$ cat src/rtl/vc_wrr_arbiter_pkg.sv
// Shared definitions for the VC weighted round-robin arbiter: state
// encoding, default widths and the weight-normalise rule.
package vc_wrr_arbiter_pkg;

  localparam int DEF_WEIGHT_W = 4;
  localparam int DEF_CNT_W    = 8;
  // Widest weight the normalise helper accepts; callers zero-extend into it.
  localparam int MAX_WEIGHT_W = 16;

  typedef enum logic [1:0] {
    ST_IDLE   = 2'd0,
    ST_SERVE0 = 2'd1,
    ST_SERVE1 = 2'd2
  } arb_state_e;

  // A programmed weight of 0 would starve its VC forever, so it means 1.
  function automatic logic [MAX_WEIGHT_W-1:0] norm_weight(input logic [MAX_WEIGHT_W-1:0] w);
    if (w == '0) begin
      return MAX_WEIGHT_W'(1);
    end
    return w;
  endfunction

endpackage

$ cat src/rtl/vc_wrr_arbiter_if.sv
// Signal bundle between the VC FIFOs / D-FIFO pause logic / FSM and the
// weighted round-robin arbiter.
//
// Handshake: there is no ready path. pop_vcX is a one-cycle strobe that the
// VC FIFO must honour in the same cycle; it is only raised when the FIFO
// reports non-empty and neither downstream pause is set. pop_delay_vcX is the
// same strobe one cycle later and qualifies the mux data word.
interface vc_wrr_arbiter_if
  import vc_wrr_arbiter_pkg::*;
#(
  parameter int WEIGHT_W = DEF_WEIGHT_W,
  parameter int CNT_W    = DEF_CNT_W
) ();

  logic                enable;
  logic                fifo_empty_vc0;
  logic                fifo_empty_vc1;
  logic                fifo_pause_d0;
  logic                fifo_pause_d1;
  logic [WEIGHT_W-1:0] weight_vc0;
  logic [WEIGHT_W-1:0] weight_vc1;
  logic                pop_vc0;
  logic                pop_vc1;
  logic                pop_delay_vc0;
  logic                pop_delay_vc1;
  logic                turn_vc;
  logic [CNT_W-1:0]    grant_cnt_vc0;
  logic [CNT_W-1:0]    grant_cnt_vc1;
  arb_state_e          state_dbg;

  // Side that drives the FIFO status / control and consumes the pops.
  modport master (
    output enable, fifo_empty_vc0, fifo_empty_vc1, fifo_pause_d0, fifo_pause_d1,
    output weight_vc0, weight_vc1,
    input  pop_vc0, pop_vc1, pop_delay_vc0, pop_delay_vc1, turn_vc,
    input  grant_cnt_vc0, grant_cnt_vc1, state_dbg
  );

  // The arbiter itself.
  modport slave (
    input  enable, fifo_empty_vc0, fifo_empty_vc1, fifo_pause_d0, fifo_pause_d1,
    input  weight_vc0, weight_vc1,
    output pop_vc0, pop_vc1, pop_delay_vc0, pop_delay_vc1, turn_vc,
    output grant_cnt_vc0, grant_cnt_vc1, state_dbg
  );

endinterface

$ cat src/rtl/vc_wrr_arbiter_sat_counter.sv
// Saturating up-counter used for the per-VC grant statistics.
module sat_counter #(
  parameter int CNT_W = 8
) (
  input  logic             clk,
  input  logic             reset_L,
  input  logic             inc,
  output logic [CNT_W-1:0] count
);

  logic [CNT_W-1:0] count_q;
  logic [CNT_W-1:0] count_d;

  // Increment unless already at all-ones, where the count sticks.
  always_comb begin
    count_d = count_q;
    if (inc && (count_q != '1)) begin
      count_d = count_q + 1'b1;
    end
  end

  // Counter register, cleared only by reset.
  always_ff @(posedge clk or negedge reset_L) begin
    if (!reset_L) begin
      count_q <= '0;
    end else begin
      count_q <= count_d;
    end
  end

  assign count = count_q;

endmodule

$ cat src/rtl/vc_wrr_arbiter.sv
// Weighted round-robin scheduler draining VC0/VC1 into the shared mux path.
// Each VC gets a turn of up to its weight in pops; an empty turn holder
// yields to the other VC, and any downstream pause stalls both.
module vc_wrr_arbiter
  import vc_wrr_arbiter_pkg::*;
#(
  parameter int WEIGHT_W = DEF_WEIGHT_W,
  parameter int CNT_W    = DEF_CNT_W
) (
  input  logic              clk,
  input  logic              reset_L,
  vc_wrr_arbiter_if.slave   bus
);

  arb_state_e          state_q, state_d;
  logic [WEIGHT_W-1:0] credit_q, credit_d;
  logic [WEIGHT_W-1:0] w0_q, w0_d;
  logic [WEIGHT_W-1:0] w1_q, w1_d;
  logic                turn_q, turn_d;
  logic                pop_dly0_q, pop_dly0_d;
  logic                pop_dly1_q, pop_dly1_d;

  logic [WEIGHT_W-1:0] w0_norm;
  logic [WEIGHT_W-1:0] w1_norm;
  logic                stall;
  logic                pop0;
  logic                pop1;

  assign w0_norm = WEIGHT_W'(norm_weight(MAX_WEIGHT_W'(bus.weight_vc0)));
  assign w1_norm = WEIGHT_W'(norm_weight(MAX_WEIGHT_W'(bus.weight_vc1)));
  // The destination D FIFO is unknown until the word is popped, so either
  // pause must block both VCs.
  assign stall   = bus.fifo_pause_d0 | bus.fifo_pause_d1;

  // Next-state, credit and pop selection for the arbiter FSM.
  always_comb begin
    logic                cur;
    logic                empty_cur;
    logic                empty_oth;
    logic                pop_any;
    logic                pop_sel;
    logic [WEIGHT_W-1:0] r;

    state_d   = state_q;
    credit_d  = credit_q;
    w0_d      = w0_q;
    w1_d      = w1_q;
    cur       = (state_q == ST_SERVE1);
    empty_cur = 1'b1;
    empty_oth = 1'b1;
    pop_any   = 1'b0;
    pop_sel   = 1'b0;
    r         = '0;

    case (state_q)
      ST_IDLE: begin
        w0_d = w0_norm;
        w1_d = w1_norm;
        if (bus.enable) begin
          state_d  = ST_SERVE0;
          credit_d = w0_norm;
        end
      end
      default: begin
        if (!bus.enable) begin
          state_d  = ST_IDLE;
          credit_d = '0;
        end else if (!stall) begin
          empty_cur = cur ? bus.fifo_empty_vc1 : bus.fifo_empty_vc0;
          empty_oth = cur ? bus.fifo_empty_vc0 : bus.fifo_empty_vc1;
          if (!empty_cur) begin
            pop_any = 1'b1;
            pop_sel = cur;
          end else if (!empty_oth) begin
            pop_any = 1'b1;
            pop_sel = ~cur;
          end
          if (pop_any) begin
            // A borrowed pop starts a fresh turn for the popping VC.
            r = (pop_sel == cur) ? credit_q : (pop_sel ? w1_q : w0_q);
            if (r <= WEIGHT_W'(1)) begin
              state_d  = pop_sel ? ST_SERVE0 : ST_SERVE1;
              credit_d = pop_sel ? w0_q : w1_q;
            end else begin
              state_d  = pop_sel ? ST_SERVE1 : ST_SERVE0;
              credit_d = r - 1'b1;
            end
          end
        end
      end
    endcase

    pop0       = pop_any & ~pop_sel;
    pop1       = pop_any & pop_sel;
    turn_d     = (state_d == ST_SERVE1);
    pop_dly0_d = pop0;
    pop_dly1_d = pop1;
  end

  // Arbiter FSM state, credit, latched weights and registered outputs.
  always_ff @(posedge clk or negedge reset_L) begin
    if (!reset_L) begin
      state_q    <= ST_IDLE;
      credit_q   <= '0;
      w0_q       <= WEIGHT_W'(1);
      w1_q       <= WEIGHT_W'(1);
      turn_q     <= 1'b0;
      pop_dly0_q <= 1'b0;
      pop_dly1_q <= 1'b0;
    end else begin
      state_q    <= state_d;
      credit_q   <= credit_d;
      w0_q       <= w0_d;
      w1_q       <= w1_d;
      turn_q     <= turn_d;
      pop_dly0_q <= pop_dly0_d;
      pop_dly1_q <= pop_dly1_d;
    end
  end

  sat_counter #(.CNT_W(CNT_W)) u_cnt_vc0 (
    .clk     (clk),
    .reset_L (reset_L),
    .inc     (pop0),
    .count   (bus.grant_cnt_vc0)
  );

  sat_counter #(.CNT_W(CNT_W)) u_cnt_vc1 (
    .clk     (clk),
    .reset_L (reset_L),
    .inc     (pop1),
    .count   (bus.grant_cnt_vc1)
  );

  assign bus.pop_vc0       = pop0;
  assign bus.pop_vc1       = pop1;
  assign bus.pop_delay_vc0 = pop_dly0_q;
  assign bus.pop_delay_vc1 = pop_dly1_q;
  assign bus.turn_vc       = turn_q;
  assign bus.state_dbg     = state_q;

endmodule

$ cat src/flat_wrapper.sv
// flat-port wrapper written by rule: the top's interface ports become plain ports
module vc_wrr_arbiter_flat import vc_wrr_arbiter_pkg::*;
#(
  parameter int WEIGHT_W = DEF_WEIGHT_W,
  parameter int CNT_W    = DEF_CNT_W
)
  (clk, reset_L, bus_enable, bus_fifo_empty_vc0, bus_fifo_empty_vc1, bus_fifo_pause_d0, bus_fifo_pause_d1, bus_weight_vc0, bus_weight_vc1, bus_pop_vc0, bus_pop_vc1, bus_pop_delay_vc0, bus_pop_delay_vc1, bus_turn_vc, bus_grant_cnt_vc0, bus_grant_cnt_vc1, bus_state_dbg);
  vc_wrr_arbiter_if #(.WEIGHT_W(WEIGHT_W), .CNT_W(CNT_W)) bus_i ();
  input  logic clk;
  input  logic reset_L;
  input wire logic [$bits(bus_i.enable)-1:0] bus_enable;
  input wire logic [$bits(bus_i.fifo_empty_vc0)-1:0] bus_fifo_empty_vc0;
  input wire logic [$bits(bus_i.fifo_empty_vc1)-1:0] bus_fifo_empty_vc1;
  input wire logic [$bits(bus_i.fifo_pause_d0)-1:0] bus_fifo_pause_d0;
  input wire logic [$bits(bus_i.fifo_pause_d1)-1:0] bus_fifo_pause_d1;
  input wire logic [$bits(bus_i.weight_vc0)-1:0] bus_weight_vc0;
  input wire logic [$bits(bus_i.weight_vc1)-1:0] bus_weight_vc1;
  output wire logic [$bits(bus_i.pop_vc0)-1:0] bus_pop_vc0;
  output wire logic [$bits(bus_i.pop_vc1)-1:0] bus_pop_vc1;
  output wire logic [$bits(bus_i.pop_delay_vc0)-1:0] bus_pop_delay_vc0;
  output wire logic [$bits(bus_i.pop_delay_vc1)-1:0] bus_pop_delay_vc1;
  output wire logic [$bits(bus_i.turn_vc)-1:0] bus_turn_vc;
  output wire logic [$bits(bus_i.grant_cnt_vc0)-1:0] bus_grant_cnt_vc0;
  output wire logic [$bits(bus_i.grant_cnt_vc1)-1:0] bus_grant_cnt_vc1;
  output wire logic [$bits(bus_i.state_dbg)-1:0] bus_state_dbg;
  assign bus_i.enable = bus_enable;
  assign bus_i.fifo_empty_vc0 = bus_fifo_empty_vc0;
  assign bus_i.fifo_empty_vc1 = bus_fifo_empty_vc1;
  assign bus_i.fifo_pause_d0 = bus_fifo_pause_d0;
  assign bus_i.fifo_pause_d1 = bus_fifo_pause_d1;
  assign bus_i.weight_vc0 = bus_weight_vc0;
  assign bus_i.weight_vc1 = bus_weight_vc1;
  assign bus_pop_vc0 = bus_i.pop_vc0;
  assign bus_pop_vc1 = bus_i.pop_vc1;
  assign bus_pop_delay_vc0 = bus_i.pop_delay_vc0;
  assign bus_pop_delay_vc1 = bus_i.pop_delay_vc1;
  assign bus_turn_vc = bus_i.turn_vc;
  assign bus_grant_cnt_vc0 = bus_i.grant_cnt_vc0;
  assign bus_grant_cnt_vc1 = bus_i.grant_cnt_vc1;
  assign bus_state_dbg = bus_i.state_dbg;
  vc_wrr_arbiter #(.WEIGHT_W(WEIGHT_W), .CNT_W(CNT_W)) u_core (.clk(clk), .reset_L(reset_L), .bus(bus_i));
endmodule
$ cat config.mk
export PLATFORM = sky130hd
export DESIGN_NAME = vc_wrr_arbiter_flat
export DESIGN_NICKNAME = d
export VERILOG_FILES = /design/src/rtl/vc_wrr_arbiter_pkg.sv /design/src/rtl/vc_wrr_arbiter_if.sv /design/src/rtl/vc_wrr_arbiter_sat_counter.sv /design/src/rtl/vc_wrr_arbiter.sv /design/src/flat_wrapper.sv
export SDC_FILE = /design/constraint.sdc
export NUM_CORES = 1
export LEC_CHECK = 0
export BUFFER_PORTS_ARGS = -buffer_cell sky130_fd_sc_hd__buf_2
export CAP_MARGIN = 20
export CELL_PAD_IN_SITES_DETAIL_PLACEMENT = 1
export CELL_PAD_IN_SITES_GLOBAL_PLACEMENT = 1
export CORE_MARGIN = 5
export CORE_UTILIZATION = 42
export DETAILED_ROUTE_END_ITERATION = 7
export GPL_ROUTABILITY_DRIVEN = 0
export PLACE_DENSITY = 0.87
export SLEW_MARGIN = 0
export SYNTH_ARGS = -nofsm -noshare
export SYNTH_HDL_FRONTEND = slang
export SYNTH_HIERARCHICAL = 1
export SYNTH_SLANG_ARGS = --single-unit
$ cat constraint.sdc
create_clock -name clk -period 2.81 [get_ports clk]
set_input_delay 0 -clock clk [delete_from_list [all_inputs] [get_ports clk]]
set_output_delay 0 -clock clk [all_outputs]
set_load 0.02 [all_outputs]
==> impl_metrics.csv, run 1 <==
group,metric,value,unit
route,ant_nets,0,
synth,yosys_warnings,6,
clock_tree,cts_buffers,5,
synth,syn-num-nets,193,
timing,setup_violations,0,
floorplan,die_h,76.6,um
synth,synthTopCellsByArea,"dfrtp_1 42%, mux2_2 4.8%, a21oi_1 3.5%",
layout,final_cell_mix,"37 x buf_2, 31 x dfrtp_1, 16 x nor2_1",
route,drt_iter0_drc,72,
synth,ys_seq_area_share,44.5,%
timing,period_share,92.7,%
clock_tree,cts_sinks,33,
setup_path,cp_slowest_cell,"dfrtp_1",
setup_path,path_common_cell,"nor2_1",
setup_path,cp_max_fo,7,
route,routed_wl,5240,um
layout,antenna_cells,0,
placement,dp_hpwl,3590,um
setup_path,max_stage_delay,0.47,ns
floorplan,die_x,76.6,um
route,vias,1658,
setup_path,arrival,2.78,ns
setup_path,cp_data_required_time,2.98,ns
timing,fin_skew,0.00572,ns
route,routed_via_density,5.99,
synth,synthesis.area,0.00186,sq mm
global_routing,grt_start_max_net_pins,34,
clock_tree,post-cts-setup-buffers,0,
synth,async_flop_share,100,%
setup_path,crit_type,"flip-flop to flip-flop",
layout,multi_input_comb_area,0.00101,sq mm
power,leakagePower,1.05,nW
synth,synth_ff_type,"dfrtp_1",
clock_tree,clockBufferDepth,2,
route,drt-pass1-iter-count,4,
floorplan,core_area,0.00432,sq mm
timing,max_freq,384,MHz
timing,slew_violations,0,
timing,period_minus_slack,2.61,ns
power,pwr-share-clk,27.7,%
layout,areaGrowthSynthToFinish,22.9,%
timing,slew_headroom,46.5,%
power,p_seq_share,45.8,%
layout,mostFrequentLayoutCell,"buf_2",
route,drc,0,
layout,drive_gt1_share,33.3,%
timing,tightest_slew,0.803,ns
power,p_per_area,577,mW/mm^2
floorplan,ios,38,
layout,fill_cells,496,
layout,nNetsFinal,244,
synth,synth.distinct_cells,51,
floorplan,dieArea,0.00587,sq mm
global_routing,grt_usage,18.0,%
worst_hold_path,hold_path_class,"primary input to flip-flop",
synth,synth_top_area_share,41.6,%
power,ir_drop,0.495,mV
setup_path,crit_chain,"nand3b_1 -> o22ai_1 -> nor2_1 -> a21oi_1 -> inv_1 -> ha_1 -> nor2_1 -> nor3b_4 -> and3_1 -> a2111oi_2",
timing,grt_setup_unrepaired,"false",
timing,finalHoldViolCount,0,
layout,fin_util,53.0,%
floorplan,initial_utilization,43.1,%
flow_run,maxCapViolations,0,
setup_path,critical-path-top-delay-family,"simple AND/OR/NAND/NOR gates",
status,status,"finished clean",
global_routing,gr-total-overflow,0,
synth,synth-edff-count,0,
power,pwr-share-comb,26.5,%
global_routing,grt_antenna_before_repair,0,
placement,portBuffers,37,
setup_path,cp-end-kind,"flip-flop",
floorplan,rows,24,
setup_path,start_kind,"flip-flop",
layout,regArea,828,sq um
clock_tree,cts-root-buf,"clkbuf_8",
power,p_int,0.880,mW
route,wire_per_inst,18.9,um
timing,timing.setup.tns,0,ns
power,p_sw_share,33.5,%
layout,finish.instance_area,0.00229,sq mm
synth,synth_top_area_cell,"dfrtp_1",
clock_tree,cts_max_level,2,
global_routing,grt_pass1_wl,8590,um
synth,ys_ff_latch,33,
placement,postPlaceCellArea,0.00212,sq mm
clock_tree,cts_tree,"done",
setup_path,path_buf_inv,1,
clock_tree,clkLatencyLatePin,0.28,ns
synth,syn_avg_cell_area,10.7,sq um
placement,post-place-cells,263,
clock_tree,clkTransAtPathRegs,0.07,ns
synth,synthCells,174,
global_routing,grt_pass1_vias,1758,
power,p_switching,0.443,mW
layout,fin_cells,277,
power,finalPower,1.32,mW
layout make-up:
cell class              instances  share of cell area, %
repair buffers                 47                   12.1
clock buffers                   7                   3.77
flip-flops and latches         33                   36.2
well taps                      52                   2.84
inverters                       6                  0.984
multi-input cells             132                   44.1
worst paths after layout:
path                                                       startpoint                                    end  slack (ns)  depth (start not counted)
worst max-delay path                u_core/bus.state_dbg[0]$_DFF_PN0_      u_core/bus.state_dbg[0]$_DFF_PN0_        0.20                         10
worst min-delay path                                bus_weight_vc0[1]             u_core/w0_q[1]$_DFFE_PN0P_        0.03                          2
worst max register to register      u_core/bus.state_dbg[0]$_DFF_PN0_      u_core/bus.state_dbg[0]$_DFF_PN0_        0.20                         10
worst min register to register  u_core/u_cnt_vc1/count[0]$_DFFE_PN0P_  u_core/u_cnt_vc1/count[0]$_DFFE_PN0P_        0.53                          1
max in group asynchronous                                     reset_L  u_core/u_cnt_vc1/count[5]$_DFFE_PN0P_        1.97                          2
min in group asynchronous                                     reset_L  u_core/u_cnt_vc0/count[0]$_DFFE_PN0P_        0.34                          2
metrics by stage:
step,hold WS [ns],setup WS [ns]
finish,0.0251,0.204
floorplan,-0.296,0.0705
CTS,0.0225,0.0848
global placement,0.106,0.353
global route,0.0321,0.0114
detailed placement,0.116,0.146
synth_stat cells (3+ instances only):
cell type,count
o21ai_0,4
a31oi_1,4
a32oi_1,3
a21oi_1,13
dfrtp_1,31
o21a_1,3
nand2_1,10
mux2i_1,4
nand3_1,4
xor2_1,3
ha_1,4
a41oi_1,4
mux2_1,3
inv_1,6
nor2_1,16
xnor2_1,3
nor3_1,4
mux2_2,8
state kept, by name, summed over array words and instances, names as in the netlist:
name,count
u_core/bus.pop_delay_vc0,1
u_core/bus.pop_delay_vc1,1
u_core/bus.state_dbg,2
u_core/bus.turn_vc,1
u_core/credit_q,4
u_core/u_cnt_vc0/count,8
u_core/u_cnt_vc1/count,8
u_core/w0_q,4
u_core/w1_q,4
metal layers:
metal | up-vias | GRT usage [%] | share of wire [%]
li1 | 765 | - | -
met1 | 846 | 22.3 | 43
met2 | 39 | 29.6 | 51
met3 | 8 | 3.78 | 3.5
met4 | 0 | 8.92 | 1.8
met5 | - | 0 | 0
worst reg2reg max path: stages, from the launching register on:
cell and delay, ns:
dfrtp_1 0.47, nand3b_1 0.25, o22ai_1 0.16, nor2_1 0.08, a21oi_1 0.28, inv_1 0.10
ha_1 0.20, nor2_1 0.27, nor3b_4 0.13, and3_1 0.23, a2111oi_2 0.33
timing repair:
action / CTS / global route
endpoints found under the hold margin: 37 / 0
gates resized for setup: 0 / 2
hold buffers: 7 / 0
endpoints found under the setup margin: 0 / 6
cell families after synthesis:
logic type	synth area share [%]
DFF	44.5
xor gates and xnor gates	2.82
muxes	10.4
buffers and inverters	2.28
and+or+nand+nor	16.4
adders and majority gates	2.69
AOI/OAI and AO/OA	21.0
power groups by stage:
stage | Clock (mW) | Sequential (mW) | Combinational, mW
after floorplan | 0 | 0.643 | 0.180
after global routing | 0.407 | 0.615 | 0.384
after detailed placement | 0 | 0.614 | 0.334
after global placement | 0 | 0.610 | 0.321
final | 0.366 | 0.606 | 0.350
after CTS | 0.379 | 0.605 | 0.344
Note: power is estimated with default switching activity, not from simulation.
==> run 2: changes to the inputs <==
ABC_AREA = 1   (was default)
CORE_UTILIZATION = 40   (was 42)
==> run 2 against run 1 <==
Against the previous run:
- sequential cell count unchanged
- clock power is essentially flat
- critical path depth is 6 higher
- largest cell class unchanged
- cell count is 46% higher
- cell area rose by 11%
- largest power group unchanged
- sequential share of layout area fell by 3.7 points
- count of clock-buffer cells in the layout stayed put
- fmax grew 12%
==> impl_metrics.csv, run 2 <==
group,metric,value,unit
status,status,"finished clean",
synth,synth.distinct_cells,32,
clock_tree,cts-root-buf,"clkbuf_8",
route,routed_wl,6000,um
clock_tree,clkLatencyLatePin,0.29,ns
floorplan,die_x,82.5,um
layout,drive_gt1_share,23.6,%
worst_hold_path,hold_path_class,"primary input to flip-flop",
power,p_per_area,535,mW/mm^2
clock_tree,clkTransAtPathRegs,0.08,ns
timing,period_share,82.6,%
power,leakagePower,1.32,nW
setup_path,rr_worst_depth,16,
layout,antenna_cells,0,
synth,ys_ff_latch,33,
setup_path,r2r_start,"u_core/bus.state_dbg[0]$_DFF_PN0_",
worst_hold_path,hold_end,"u_core/w0_q[1]$_DFFE_PN0P_",
setup_path,cp_max_fo,9,
timing,tightest_slew,0.765,ns
timing,timing.setup.tns,0,ns
synth,synth_top_area_share,36.9,%
layout,fill_cells,675,
placement,dp_hpwl,4540,um
setup_path,arrival,2.51,ns
global_routing,gr-total-overflow,0,
synth,syn-num-nets,301,
synth,synthTopCellsByArea,"dfrtp_1 37%, nand2_1 17%, inv_1 5.4%",
global_routing,grt_pass1_vias,2178,
clock_tree,cts_max_level,2,
global_routing,grt_start_max_net_pins,34,
floorplan,rows,26,
worst_hold_path,min_path_cells,3,
setup_path,start_kind,"flip-flop",
global_routing,grt_antenna_before_repair,0,
synth,yosys_warnings,6,
route,drc,0,
timing,period_minus_slack,2.32,ns
power,finalPower,1.36,mW
setup_path,rr_endpoint,"u_core/credit_q[3]$_DFFE_PN0P_",
timing,grt_setup_unrepaired,"false",
layout,multi_input_comb_area,0.00114,sq mm
setup_path,r2r_slack,0.49,ns
timing,slew_violations,0,
floorplan,die_h,82.5,um
layout,mostFrequentLayoutCell,"nand2_1",
route,vias,2061,
layout,areaGrowthSynthToFinish,21.2,%
global_routing,grt_usage,19.6,%
floorplan,ios,38,
flow_run,maxCapViolations,0,
route,drt_iter0_drc,111,
route,ant_nets,0,
clock_tree,clockBufferDepth,2,
route,routed_via_density,5.09,
route,drt-pass1-iter-count,4,
synth,synth_common_cells,"96 x nand2_1, 31 x dfrtp_1, 30 x inv_1",
global_routing,grt_pass1_wl,10200,um
synth,async_flop_share,100,%
floorplan,core_area,0.00511,sq mm
timing,whs,0.0118,ns
clock_tree,cts_buffers,5,
setup_path,cp-end-kind,"flip-flop",
synth,synth-edff-count,0,
layout,nNetsFinal,353,
floorplan,dieArea,0.00680,sq mm
clock_tree,post-cts-setup-buffers,0,
timing,setup_violations,0,
setup_path,crit_type,"flip-flop to flip-flop",
power,ir_drop,0.331,mV
timing,finalHoldViolCount,0,
route,wire_per_inst,14.8,um
worst_hold_path,worstHoldStart,"bus_weight_vc0[1]",
clock_tree,cts_tree,"done",
timing,slew_headroom,49.0,%
timing,max_freq,431,MHz
clock_tree,cts_sinks,33,
placement,portBuffers,37,
layout,final_cell_mix,"96 x nand2_1, 37 x buf_2, 31 x dfrtp_1",
floorplan,initial_utilization,41.2,%
synth,synth_top_area_cell,"dfrtp_1",
synth,synth_ff_type,"dfrtp_1",
synth,syn_avg_cell_area,7.45,sq um
synth,yosysMostFrequentCell,"nand2_1",
synth,synthCells,282,
layout,regArea,828,sq um
setup_path,cp_data_required_time,3.00,ns
synth,ys_seq_area_share,39.4,%
synth,synthesis.area,0.00210,sq mm
timing,fin_skew,0.00730,ns
[run 2: cell families (layout without fill, tap and decap cells)]
| family | Yosys count | count (layout) | synth area share, % |
|---|---|---|---|
| buffers and inverters | 36 | 89 | 6.67 |
| and+or+nand+nor | 176 | 176 | 41.4 |
| xor gates and xnor gates | 5 | 5 | 2.08 |
| DFF | 33 | 33 | 39.4 |
| adders and majority gates | 4 | 4 | 2.38 |
| AOI/OAI and AO/OA | 28 | 28 | 8.10 |
[run 2: through the flow]
stage | worst slack (ns) | instance area (sq um) | util, % | instances
after global placement | 0.642 | 2400 | 47.1 | 391
after CTS | 0.486 | 2550 | 49.9 | 405
after floorplan | 0.392 | 2110 | - | 282
final | 0.490 | 2550 | 49.9 | 405
after global routing | 0.249 | 2550 | 49.9 | 405
after detailed placement | 0.501 | 2400 | 47.1 | 391
[run 2: where the power goes]
group	switching (mW)	internal, mW	total [mW]
clock network	0.191	0.176	0.367
logic	0.256	0.140	0.397
registers	0.0633	0.535	0.598
[run 2: layout make-up]
class,instances,area share [%]
timing repair buffer,47,10.8
multi-input combinational,213,44.7
clock inverter,1,0.295
clock buffer,7,3.00
tap,70,3.44
inverter,34,5.21
sequential,33,32.5
[run 2: worst max-delay path by stage]
stage | from | endpoint | cells past startpoint
2_1_floorplan | u_core/bus.state_dbg[1]$_DFF_PN0_ | u_core/u_cnt_vc0/count[7]$_DFFE_PN0P_ | 8
3_3_place_gp | u_core/bus.state_dbg[0]$_DFF_PN0_ | u_core/credit_q[3]$_DFFE_PN0P_ | 18
3_5_place_dp | u_core/bus.state_dbg[0]$_DFF_PN0_ | u_core/credit_q[3]$_DFFE_PN0P_ | 18
4_1_cts | u_core/bus.state_dbg[0]$_DFF_PN0_ | u_core/credit_q[3]$_DFFE_PN0P_ | 16
5_1_grt | u_core/bus.state_dbg[0]$_DFF_PN0_ | u_core/credit_q[3]$_DFFE_PN0P_ | 18
6_report | u_core/bus.state_dbg[0]$_DFF_PN0_ | u_core/credit_q[3]$_DFFE_PN0P_ | 16
[run 2: worst max-delay path, cell delays in order (launching register included)]
cell and delay [ns]:
dfrtp_1 0.42, inv_1 0.12, nand3_4 0.12, nand2_1 0.25, nand2_1 0.11, nand3_1 0.11, nand2_2 0.08, ha_1 0.21
or2_2 0.35, nand3_1 0.11, nand2_1 0.05, inv_1 0.05, nand2_1 0.04, nand2_1 0.05, nor2_1 0.04, nor2_1 0.08
nor2_1 0.04
[run 2: repair_timing]
action,in CTS,in global routing
resized for setup,0,0
hold buffers,6,0
hold endpoints to repair,36,0
setup endpoints to repair,0,0
[run 2: metal layers]
metal / global-route usage, % / vias up / routed length [um]
met3: 4.45 / 9 / 273
li1: - / 1002 / -
met1: 25.3 / 1007 / 2670
met4: 5.39 / 0 / 90
met5: 0 / - / 0
met2: 33.0 / 43 / 2970
==> run 3: changes to the inputs <==
ABC_AREA = 0   (was 1)
CORE_UTILIZATION = 42   (was 40)
clock period = 2.2 ns   (was 2.81 ns; I/O delays follow)
==> run 3 against run 2 <==
Against the previous run:
- cell area decreased by 3.3%
- critical path type unchanged
- via count decreased by 19%
- clock power increased by 20%
- highest routed layer unchanged
- sequential power increased by 30%
- non-clock buffer count increased by 11
- the run now ends with negative setup slack left
- largest power group unchanged
- first-iteration DRC count increased by 7.2%
- sequential cell count unchanged
- setup slack got worse by 0.58 ns
- critical path depth decreased by 6
==> impl_metrics.csv, run 3 (synthesis gave the netlist of run 1 again) <==
group,metric,value,unit
global_routing,grt_antenna_before_repair,0,
setup_path,max_stage_delay,0.43,ns
clock_tree,clkTransAtPathRegs,0.07,ns
floorplan,die_x,76.6,um
status,violations,"negative setup slack",
placement,dp_hpwl,3720,um
route,routed_wl,5550,um
timing,max_freq,437,MHz
setup_path,crit_chain,"nand3b_1 -> o22ai_2 -> nor2_2 -> a21oi_2 -> ha_2 -> nor2_4 -> nor3b_4 -> buf_6 -> mux2_4 -> o21ai_2",
floorplan,dieArea,0.00587,sq mm
worst_hold_path,min_path_cells,3,
clock_tree,clkLatencyLatePin,0.28,ns
timing,slew_violations,0,
timing,period_share,104,%
floorplan,die_h,76.6,um
timing,grt_setup_unrepaired,"true",
setup_path,r2r_slack,-0.09,ns
timing,slew_headroom,51.2,%
global_routing,grt_pass1_vias,1788,
route,ant_nets,0,
route,wire_per_inst,19.2,um
power,leakagePower,1.12,nW
route,routed_via_density,5.78,
setup_path,rr_worst_depth,10,
global_routing,grt_usage,18.5,%
floorplan,ios,38,
layout,nNetsFinal,255,
layout,fin_util,57.0,%
route,drt_iter0_drc,119,
setup_path,path_buf_inv,1,
setup_path,r2r_start,"u_core/bus.state_dbg[0]$_DFF_PN0_",
layout,mostFrequentLayoutCell,"buf_2",
floorplan,rows,24,
clock_tree,cts_sinks,33,
clock_tree,cts-root-buf,"clkbuf_8",
layout,areaGrowthSynthToFinish,32.2,%
setup_path,crit_type,"flip-flop to flip-flop",
timing,timing.setup.tns,-0.191,ns
placement,postPlaceCellArea,0.00221,sq mm
route,drt-pass1-iter-count,4,
power,finalPower,1.77,mW
clock_tree,cts_max_level,2,
global_routing,grt_pass1_wl,8900,um
clock_tree,cts_tree,"done",
timing,worst_slack,-0.0900,ns
setup_path,cp_max_fo,4,
setup_path,cp_slowest_cell,"dfrtp_2",
layout,final_cell_mix,"37 x buf_2, 29 x dfrtp_1, 14 x nor2_1",
route,drc,0,
global_routing,grt_start_max_net_pins,34,
power,ir_drop,0.534,mV
layout,drive_gt1_share,43.0,%
global_routing,gr-total-overflow,0,
setup_path,start_kind,"flip-flop",
setup_path,cp-end-kind,"flip-flop",
setup_path,critical-path-top-delay-family,"simple AND/OR/NAND/NOR gates",
status,status,"finished, violations left",
flow_run,maxCapViolations,0,
timing,finalHoldViolCount,0,
worst_hold_path,hold_path_class,"primary input to flip-flop",
worst_hold_path,hold_end,"u_core/w0_q[0]$_DFFE_PN1P_",
timing,fin_skew,0.00189,ns
layout,antenna_cells,0,
timing,setup_violations,4,
placement,portBuffers,37,
floorplan,initial_utilization,43.1,%
layout,finish.instance_area,0.00246,sq mm
clock_tree,clockBufferDepth,2,
setup_path,cp_data_required_time,2.41,ns
timing,period_minus_slack,2.29,ns
power,p_per_area,717,mW/mm^2
setup_path,rr_endpoint,"u_core/credit_q[1]$_DFFE_PN0P_",
worst_hold_path,worstHoldStart,"bus_weight_vc0[0]",
timing,tightest_slew,0.732,ns
route,vias,1671,
clock_tree,cts_buffers,5,
floorplan,core_area,0.00432,sq mm
setup_path,arrival,2.50,ns
==> run 3: changes by cell type in the layout (fill, tap and decap cells not counted), moves of 5 or more <==
cell,delta
nand2_1,-86
inv_1,-24
nand3_1,-18
nor2_1,-9
buf_4,+8
mux2_2,+8
o21ai_0,-8
nand2_2,-5
nand2_4,-5
==> run 3: area by class of cell <==
type,count,area [sq um]
clock buffers,6,72.6
clock inverters,2,10.0
fillers,474,1860
inverters,6,22.5
multi-input cells,132,1100
flip-flops and latches,33,831
well taps,52,65.1
repair buffers,58,367
==> run 3: worst min-delay path, cell delays in order <==
cell and delay (ns):
buf_2 0.09, nor2_1 0.06, a21oi_1 0.15
==> run 3: worst max-delay path by stage <==
stage	from	end	slack, ns	cells past startpoint
after detailed placement	u_core/bus.state_dbg[0]$_DFF_PN0_	u_core/credit_q[1]$_DFFE_PN0P_	-0.17	9
after global placement	u_core/bus.state_dbg[0]$_DFF_PN0_	u_core/credit_q[1]$_DFFE_PN0P_	-0.007	9
final	u_core/bus.state_dbg[0]$_DFF_PN0_	u_core/credit_q[1]$_DFFE_PN0P_	-0.09	10
after global routing	u_core/bus.state_dbg[0]$_DFF_PN0_	u_core/credit_q[0]$_DFFE_PN0P_	-0.21	10
after floorplan	u_core/bus.state_dbg[1]$_DFF_PN0_	u_core/u_cnt_vc1/count[5]$_DFFE_PN0P_	-0.07	7
after CTS	u_core/bus.state_dbg[0]$_DFF_PN0_	u_core/credit_q[0]$_DFFE_PN0P_	-0.03	9
==> run 3: power by group <==
| part | switching, mW | internal (mW) |
|---|---|---|
| Combinational | 0.298 | 0.246 |
| Clock | 0.223 | 0.219 |
| Sequential | 0.0912 | 0.688 |
| Total | 0.613 | 1.15 |
==> run 3: metrics by stage <==
step	cells	hold slack [ns]	setup WS (ns)
5_1_grt	289	0.0797	-0.214
3_3_place_gp	270	0.103	-0.00690
6_report	289	0.0659	-0.0900
3_5_place_dp	270	0.108	-0.170
2_1_floorplan	174	-0.296	-0.0675
4_1_cts	287	0.0662	-0.0290
==> run 3: repair_timing <==
action,in CTS,in global routing
hold buffers,8,0
buffers inserted,1,2
resized for setup,4,9
endpoints found under the hold margin,38,0
pin swaps,6,9
setup endpoints to repair,6,7
==> run 3: layer usage <==
metal / vias to the layer above / track usage, % / share of wire (%)
li1: 786 / - / -
met2: 39 / 31.7 / 51
met3: 9 / 3.43 / 2.6
met1: 837 / 23.5 / 44
met4: 0 / 5.77 / 1.6
met5: - / 0 / 0
